===== src/rtl/ddr_stream_receiver.sv =====
`default_nettype none
// ============================================================================
//  Module   : ddr_stream_receiver
//  Purpose  : Single-lane DDR I/Q stream receiver. Captures two bits per clk,
//             finds 32-bit frames on the I/Q sync bits (01 / 10) at either bit
//             phase, and delivers 14-bit I and Q samples with lock and error
//             status.
//  Options  : RX_PN_SWAP_EN - invert captured bits (P/N pair swapped on board)
//  Revision : 1.0 - initial release
// ============================================================================
module ddr_stream_receiver #(
    parameter int LOCK_FRAMES = 4,
    parameter int ERR_LIMIT   = 3
) (
    input  logic        clk,
    input  logic        rst,
    input  logic        ddr_data_in,
    output logic [13:0] i_data,
    output logic [13:0] q_data,
    output logic        sample_valid,
    output logic        locked,
    output logic        sync_err,
    output logic        phase,
    output logic [15:0] err_count
);

    localparam int c_good_w = $clog2(LOCK_FRAMES + 1);
    localparam int c_bad_w  = $clog2(ERR_LIMIT + 1);
    localparam logic [c_good_w-1:0] c_lock_target = c_good_w'(LOCK_FRAMES);
    localparam logic [c_bad_w-1:0]  c_err_target  = c_bad_w'(ERR_LIMIT);

    typedef enum logic [1:0] {
        S_HUNT   = 2'd0,
        S_VERIFY = 2'd1,
        S_LOCKED = 2'd2
    } state_t;

    state_t              r_state;
    state_t              w_state_next;
    logic                r_neg_bit;
    logic                r_q0;
    logic                r_q1;
    logic [1:0]          r_dibit;
    logic [1:0]          w_dibit;
    // The oldest bit of the 34-bit history never falls inside either frame
    // window, so only bits [32:0] are kept.
    logic [32:0]         r_sr;
    logic [3:0]          r_fcnt;
    logic [c_good_w-1:0] r_good_cnt;
    logic [c_bad_w-1:0]  r_bad_cnt;
    logic                r_phase;
    logic [13:0]         r_i_data;
    logic [13:0]         r_q_data;
    logic                r_valid;
    logic                r_sync_err;
    logic [15:0]         r_err_count;

    logic                w_good0;
    logic                w_good1;
    logic                w_use_phase;
    logic [31:0]         w_win;
    logic                w_win_good;
    logic                w_check;
    logic                w_take;
    logic                w_take_phase;
    logic                w_emit;
    logic                w_bad;

    // DDR capture, IDDRX1F behaviour: falling edge holds the first (older) bit.
    always_ff @(negedge clk) begin
        r_neg_bit <= ddr_data_in;
    end

    // Rising edge presents Q0 (older bit) and Q1 together.
    always_ff @(posedge clk) begin
        if (rst) begin
            r_q0 <= 1'b0;
            r_q1 <= 1'b0;
        end else begin
            r_q0 <= r_neg_bit;
            r_q1 <= ddr_data_in;
        end
    end

`ifdef RX_PN_SWAP_EN
    assign w_dibit = ~{r_q0, r_q1};
`else
    assign w_dibit = {r_q0, r_q1};
`endif

    // Register the dibit, then shift it into the bit history, MSB first.
    always_ff @(posedge clk) begin
        if (rst) begin
            r_dibit <= 2'b00;
            r_sr    <= '0;
        end else begin
            r_dibit <= w_dibit;
            r_sr    <= {r_sr[30:0], r_dibit};
        end
    end

    assign w_good0     = (r_sr[31:30] == 2'b01) && (r_sr[15:14] == 2'b10);
    assign w_good1     = (r_sr[32:31] == 2'b01) && (r_sr[16:15] == 2'b10);
    // While hunting, the window follows the candidate (phase 0 wins ties);
    // otherwise it follows the latched phase.
    assign w_use_phase = (r_state == S_HUNT) ? ~w_good0 : r_phase;
    assign w_win       = w_use_phase ? r_sr[32:1] : r_sr[31:0];
    assign w_win_good  = (w_win[31:30] == 2'b01) && (w_win[15:14] == 2'b10);
    assign w_check     = (r_state != S_HUNT) && (r_fcnt == 4'd0);

    // FSM state register.
    always_ff @(posedge clk) begin
        if (rst) begin
            r_state <= S_HUNT;
        end else begin
            r_state <= w_state_next;
        end
    end

    // Next state plus the per-cycle take / emit / error decisions.
    always_comb begin
        w_state_next = r_state;
        w_take       = 1'b0;
        w_take_phase = 1'b0;
        w_emit       = 1'b0;
        w_bad        = 1'b0;
        case (r_state)
            S_HUNT: begin
                if (w_good0 || w_good1) begin
                    w_take       = 1'b1;
                    w_take_phase = ~w_good0;
                    if (LOCK_FRAMES == 1) begin
                        w_state_next = S_LOCKED;
                        w_emit       = 1'b1;
                    end else begin
                        w_state_next = S_VERIFY;
                    end
                end
            end
            S_VERIFY: begin
                if (w_check) begin
                    if (w_win_good) begin
                        if ((r_good_cnt + c_good_w'(1)) == c_lock_target) begin
                            w_state_next = S_LOCKED;
                            w_emit       = 1'b1;
                        end
                    end else begin
                        w_bad        = 1'b1;
                        w_state_next = S_HUNT;
                    end
                end
            end
            S_LOCKED: begin
                if (w_check) begin
                    if (w_win_good) begin
                        w_emit = 1'b1;
                    end else begin
                        w_bad = 1'b1;
                        if ((r_bad_cnt + c_bad_w'(1)) == c_err_target) begin
                            w_state_next = S_HUNT;
                        end
                    end
                end
            end
            default: w_state_next = S_HUNT;
        endcase
    end

    // Frame counters, latched phase, sample outputs and error accounting.
    always_ff @(posedge clk) begin
        if (rst) begin
            r_fcnt      <= 4'd0;
            r_good_cnt  <= '0;
            r_bad_cnt   <= '0;
            r_phase     <= 1'b0;
            r_i_data    <= 14'd0;
            r_q_data    <= 14'd0;
            r_valid     <= 1'b0;
            r_sync_err  <= 1'b0;
            r_err_count <= 16'd0;
        end else begin
            r_valid    <= w_emit;
            r_sync_err <= w_bad;
            if (w_emit) begin
                r_i_data <= w_win[29:16];
                r_q_data <= w_win[13:0];
            end
            if (w_bad && (r_err_count != 16'hFFFF)) begin
                r_err_count <= r_err_count + 16'd1;
            end
            if (w_take) begin
                r_phase    <= w_take_phase;
                r_fcnt     <= 4'd15;
                r_good_cnt <= c_good_w'(1);
                r_bad_cnt  <= '0;
            end else if (r_state != S_HUNT) begin
                r_fcnt <= r_fcnt - 4'd1;
                if (w_check) begin
                    if (w_win_good) begin
                        r_bad_cnt <= '0;
                        if (r_state == S_VERIFY) begin
                            r_good_cnt <= r_good_cnt + c_good_w'(1);
                        end
                    end else if (r_state == S_LOCKED) begin
                        r_bad_cnt <= r_bad_cnt + c_bad_w'(1);
                    end
                end
            end
        end
    end

    assign i_data       = r_i_data;
    assign q_data       = r_q_data;
    assign sample_valid = r_valid;
    assign locked       = (r_state == S_LOCKED);
    assign sync_err     = r_sync_err;
    assign phase        = r_phase;
    assign err_count    = r_err_count;

endmodule
`default_nettype wire


===== config.mk =====
export PLATFORM = sky130hd
export DESIGN_NAME = ddr_stream_receiver
export DESIGN_NICKNAME = d
export VERILOG_FILES = /design/src/rtl/ddr_stream_receiver.sv
export SDC_FILE = /design/constraint.sdc
export NUM_CORES = 1
export LEC_CHECK = 0
export CAP_MARGIN = 25
export CORE_ASPECT_RATIO = 1.2
export CORE_MARGIN = 2
export CORE_UTILIZATION = 52
export CTS_BUF_LIST = sky130_fd_sc_hd__clkbuf_8
export DETAILED_ROUTE_END_ITERATION = 10
export GPL_ROUTABILITY_DRIVEN = 0
export PLACE_DENSITY = 0.84
export SLEW_MARGIN = 20
export SYNTH_ARGS = -nofsm -noshare
export SYNTH_HDL_FRONTEND = slang
export SYNTH_SLANG_ARGS = --single-unit
export TNS_END_PERCENT = 30

===== constraint.sdc =====
create_clock -name clk -period 2.1 [get_ports clk]
set_input_delay 0.63 -clock clk [delete_from_list [all_inputs] [get_ports clk]]
set_output_delay 0.63 -clock clk [all_outputs]
set_load 0.005 [all_outputs]

==> results of run 1 <==
==> flip-flops by register name (all words and copies together) (netlist names) <==
name / cells
r_q0: 1
r_state: 2
r_dibit: 2
r_bad_cnt: 2
i_data: 14
sync_err: 1
r_neg_bit: 1
r_sr: 33
phase: 1
r_good_cnt: 3
r_q1: 1
q_data: 14
err_count: 16
r_fcnt: 4
sample_valid: 1
==> cell families (layout without fill, tap and decap cells) <==
kind of cell               after synthesis  count (layout)  share of synthesized area [%]
AOI/OAI and AO/OA                      108             108                           17.2
xor gates and xnor gates                 2               2                          0.436
adders and majority gates               11              11                           3.42
buffers and inverters                   38             104                           3.89
DFF                                     96              96                           47.8
muxes                                   34              34                           8.62
and+or+nand+nor                        119             119                           18.6
==> cells in the mapped netlist, drive strengths merged (2+ instances only) <==
library cell,number
a211oi,29
a21oi,49
a311oi,3
and2,4
and3,6
buf,12
clkbuf,16
dfxtp,96
ha,11
inv,10
mux2,5
mux2i,29
nand2,15
nand3,9
nand3b,2
nand4,3
nand4bb,2
nor2,9
nor2b,42
nor3,2
nor4,4
nor4b,2
nor4bb,2
o211ai,2
o21ai,9
o31ai,8
or2,2
or3,2
or4,9
xor2,2
==> critical path: stages, from the launching register on <==
cell     delay [ns]
dfxtp_2        0.33
inv_1          0.07
ha_4           0.20
or4b_4         0.51
buf_4          0.17
a21oi_1        0.13
nand2_1        0.12
and2_1         0.18
o221a_2        0.25
==> cell usage in the layout (no fill, tap or decap), types with 3 or more instances in the layout <==
master            n
a21oi_1          49
a211oi_1         27
ha_1              9
mux2_1            5
a311oi_1          3
nand3_1           9
buf_4            25
nand2_1          15
and3_1            6
mux2i_1          28
o31ai_1           8
dfxtp_2           3
inv_1            11
o21ai_0           8
nand4_1           3
clkbuf_8          9
nor2_1            9
nor2b_1          42
buf_12            3
clkdlybuf4s50_1  48
or4_1             9
dfxtp_1          93
and2_1            3
==> through the flow <==
step | total power [mW] | setup TNS [ns] | instance area [sq um] | setup WS (ns) | hold WS (ns)
6_report | 3.23 | 0 | 5100 | 0.0261 | 0.451
5_1_grt | 3.34 | -0.192 | 5100 | -0.0552 | 0.471
4_1_cts | 3.25 | 0 | 5040 | 0.00894 | 0.451
3_5_place_dp | 1.93 | -1.54 | 4790 | -0.126 | 0.428
3_3_place_gp | 1.92 | -0.784 | 4790 | -0.111 | 0.418
2_1_floorplan | 1.91 | 0 | 4060 | 0.000955 | 0.414
==> per-layer routing <==
| layer | up-vias | routed length [microns] |
|---|---|---|
| met5 | - | 0 |
| met4 | 0 | 159 |
| met3 | 15 | 272 |
| met2 | 61 | 4600 |
| met1 | 1568 | 3910 |
| li1 | 1604 | - |
==> report_power, final <==
part | internal [mW] | leakage [nW] | switching, mW
registers | 1.83 | 0.776 | 0.00259
logic | 0.0140 | 0.818 | 0.0341
clock network | 0.678 | 0.121 | 0.676
==> path summary, 6_finish.rpt <==
check / start / slack (ns) / to / cells past startpoint
hold reg to reg: r_dibit[1] / 0.45 / r_sr[1] / 1
setup / recovery: r_state[1] / 0.03 / r_state[1] / 8
hold / removal: r_dibit[1] / 0.45 / r_sr[1] / 1
setup reg to reg: r_state[1] / 0.03 / r_state[1] / 8
==> cell type report <==
type                            count  area [sq um]
Clock inverter                      8           100
Tap cell                           92           115
Fill cell                         577          2470
Timing Repair Buffer               78           742
Sequential cell                    96          1930
Multi-Input combinational cell    274          2060
Clock buffer                        9           124
Inverter                            9          33.8
==> what timing repair did <==
action,CTS,global route
pin swaps,1,0
resized for setup,6,12
hold buffers,0,0
endpoints found under the setup margin,45,40
==> results.md, run 1 <==
- Static leakage: 1.71 nW
- Share of cells above drive strength 1: about 14%
- GR Util met3: 4.77%
- CTS root buf: clkbuf_8
- Setup CP Type: reg -> reg
- Post-route clock period utilization: a little over nine tenths
- Ranking of synthesized cells by area: dfxtp_1, mux2i_1, nor2b_1
- DRC: 0
- Min Tclk post-route: roughly 2.1 ns
- Yosys reg bits: 96
- Port bufs: 50
- Met2 Use GR: a little over a third
- Hold Crit Class: reg -> reg
- Largest net degree at the start of global routing: 93
- Sequential share of the synthesized area: a little under half
- Gr busiest metal: met2
- # Post-CTS Setup Buffers: 0
- Via density: 5.74
- Drt wl/cell: 15.8 microns
- Die area: 8460 sq um
- Post-placement cell count: 550
- Clock Pin Slew Worst Setup and Hold Paths: 0.09 ns
- Final global-route overflow total: 0
- Final hold violations: 0
- Pwr Density: 633 nW/um^2
- CTS buffer count: 9
- Post-DRT Antenna Nets: 0
- Gr usage total: 21.2%
- Antenna cells: 0
- Warning count from the yosys run: 0
- RSZ-0062 raised after global routing: yes
- Mapped Cells: slightly above 400
- Run status: finished, final reports clean
- Max Clk Rate: 0.482 GHz
- Critical path launch point type: flop
- Rows: 35
- Top cell type's share of synthesized area: 47.8%
- Number of global-route vias before repair: 3160
- IO Pins: 51
- Layout area overhead: 26.9%
- WP data required: 2.37 ns
- H-tree levels: 3
- Critical Path AT: 2.35 ns
- Dominant synthesized flop cell: dfxtp_1
- Worst Setup End Kind: flop
- Clk_lat worst skew: 0.41 ns
- Peak VDD IR: about 0.65 mV
- Count of cell types in the netlist: 49
- Initial Utilization: a little over half
- Pre-antenna DRT Iters: 4
- Clk_skew: 0.0331 ns
- Final HPWL DP: around 5.8 mm
- Count of final setup violators: 0
- Mapped cell area: 4020 sq um
- Slew Viols, Final: 0
- Final cell count without fillers: 566
- Leading area contributor after synthesis: dfxtp_1
- CTS tree: yes
- Global-route track usage on met1: between 20% and 30%
- Detailed Route WL: 8.94 mm
- First DRT Iteration DRCs: 175
- Least-Margin Pin Slew: 0.472 ns
- Critical path peak fanout: 8
- Initial antenna violation count: 0
- Post-synth EDFFs: 0
- Max-Slew Margin vs Limit: 68.5%
- Die Ht: 100 microns
- Syn_nets: 422
- CTS Buffer Depth: 2
- DR vias: ~3200
- First-pass GRT wire length: about 14 mm
- Syn Area/Cell: 9.86 sq um
- Clk sink count: 96
- Core Footprint: 7580 sq um
- Max Cap Viol: 0
- Fin util: 67.3%
- Async set-reset flop share out of synthesis: 0%
- Final net count: just under 500
- Die Wd: around 84 microns
Power figures use the tool's default switching activity.
==> run 2: changes to the inputs <==
- CAP_MARGIN: 25 -> unset
- SKIP_CTS_REPAIR_TIMING: unset -> 1
==> run 2 against run 1 <==
  * The run now ends with negative setup slack left
  * Cell area increased by 1.2%
  * Global-route usage about the same
  * Die area stayed put
  * Sequential share of layout area is 0.48 points lower
  * Combinational power fell by 1%
  * Worst hold slack better by 0.0021 ns
  * Critical path depth shrank 1
  * Count of clock-buffer cells in the layout did not move
  * Routed wire length rose by 1.7%
  * Largest cell class unchanged
==> results.md, run 2 (synthesis results as in run 1) <==
- Gr usage total: a little over a fifth
- Global-route track usage on met1: roughly a quarter
- Largest Register: r_sr
- Critical path peak fanout: 9
- Most common cell after layout, fill and taps aside: dfxtp_1
- Largest net degree at the start of global routing: 93
- Critical path launch point type: flop
- CTS buffer count: 9
- Post-DRT Antenna Nets: 0
- Final net count: around 490
- Multi-input logic area: 2060 sq um
- Die area: approximately 8500 sq um
- DR vias: ~3300
- CTS root buf: clkbuf_8
- Drt wl/cell: 16.0 microns
- Share of cells above drive strength 1: 15.1%
- RSZ-0062 raised after global routing: yes
- H-tree levels: 3
- Initial antenna violation count: 0
- Clock Pin Slew Worst Setup and Hold Paths: 0.09 ns
- Rows: 35
- Run status: finished with violations
- Core Footprint: 7580 sq um
- Min Tclk post-route: 2.13 ns
- Met2 Use GR: 36.5%
- Pwr Density: 625 nW/um^2
- Initial Utilization: between 50% and 60%
- Clk_lat worst skew: 0.41 ns
- Least-Margin Pin Slew: 0.514 ns
- Antenna cells: 0
- Worst Setup End Kind: flop
- Port bufs: 50
- Via density: 5.76
- Worst Setup Slack, final: -0.0337 ns
- CTS tree: yes
- CTS Buffer Depth: 2
- Layout area overhead: 28.4%
- Final hold slack: about 0.45 ns
- WP data required: 2.37 ns
- Failing checks: negative setup slack
- Max-Slew Margin vs Limit: 65.6%
- # fillers: 562
- Pre-antenna DRT Iters: 4
- Slew Viols, Final: 0
- Number of global-route vias before repair: 3164
- Gr busiest metal: met2
- GR Util met3: 4.77%
- Setup CP Type: reg -> reg
- First DRT Iteration DRCs: 126
- Critical Path AT: ~2.4 ns
- Final global-route overflow total: 0
- Clk_skew: roughly 0.033 ns
- Max Cap Viol: 0
- Peak VDD IR: 0.665 mV
- Detailed Route WL: 9.10 mm
- Register area: between 1500 and 2000 sq um
- Final HPWL DP: 5.81 mm
- Die Wd: 84.3 microns
- Count of final setup violators: 1
- DRC: 0
- Post-placement cell count: 550
- IO Pins: 51
- Static leakage: 1.76 nW
- Final hold violations: 0
- Number of flip-flops in the largest register: 33
- Hold Crit Class: reg -> reg
- Post-route clock period utilization: 102%
- Die Ht: 100 microns
- Final cell count without fillers: about 570
- Commonest cells after routing, fill and taps aside: dfxtp_1, a21oi_1, clkdlybuf4s50_1
- First-pass GRT wire length: 14.5 mm
- Max Clk Rate: 0.469 GHz
- Clk sink count: 96
[run 2: power breakdown]
group          switching (mW)  internal, mW  leakage [nW]
Combinational          0.0334        0.0140         0.863
Clock                   0.672         0.678         0.121
Sequential            0.00260          1.83         0.775
Total                   0.708          2.52          1.76
[run 2: layout make-up]
cell class                 count  area share, %
tap                           92           2.23
timing repair buffer          81           15.7
clock inverter                 8           1.94
sequential                    96           37.3
clock buffer                   9           2.40
inverter                       9          0.654
multi-input combinational    274           39.9
[run 2: critical path, stage by stage, from the launching register on]
cell and delay (ns):
dfxtp_2 0.33, inv_1 0.08, ha_4 0.21, or4b_4 0.51, nor3_4 0.31, buf_4 0.23, a21oi_1 0.09, a211oi_1 0.28
[run 2: final timing paths]
kind / cells past startpoint / slack (ns) / endpoint / from
setup / recovery: 7 / -0.03 / q_data[6] / r_state[0]
hold / removal: 1 / 0.45 / r_sr[1] / r_dibit[1]
setup reg to reg: 7 / -0.03 / q_data[6] / r_state[0]
hold reg to reg: 1 / 0.45 / r_sr[1] / r_dibit[1]
[run 2: metal layers]
| metal | share of wire (%) | vias up |
|---|---|---|
| li1 | - | 1605 |
| met1 | 44 | 1593 |
| met2 | 51 | 69 |
| met3 | 3.2 | 12 |
| met4 | 1.8 | 0 |
| met5 | 0 | - |
[run 2: stage by stage]
step	setup slack (ns)	cell area (sq um)	TNS, ns	power (mW)	util, %
6_report	-0.0337	5160	-0.0337	3.23	68.2
5_1_grt	-0.124	5160	-1.69	3.33	68.2
4_1_cts	-0.260	5010	-2.80	3.25	66.2
2_1_floorplan	0.000955	4060	0	1.91	-
3_3_place_gp	-0.111	4790	-0.784	1.92	63.3
3_5_place_dp	-0.126	4790	-1.54	1.93	63.3
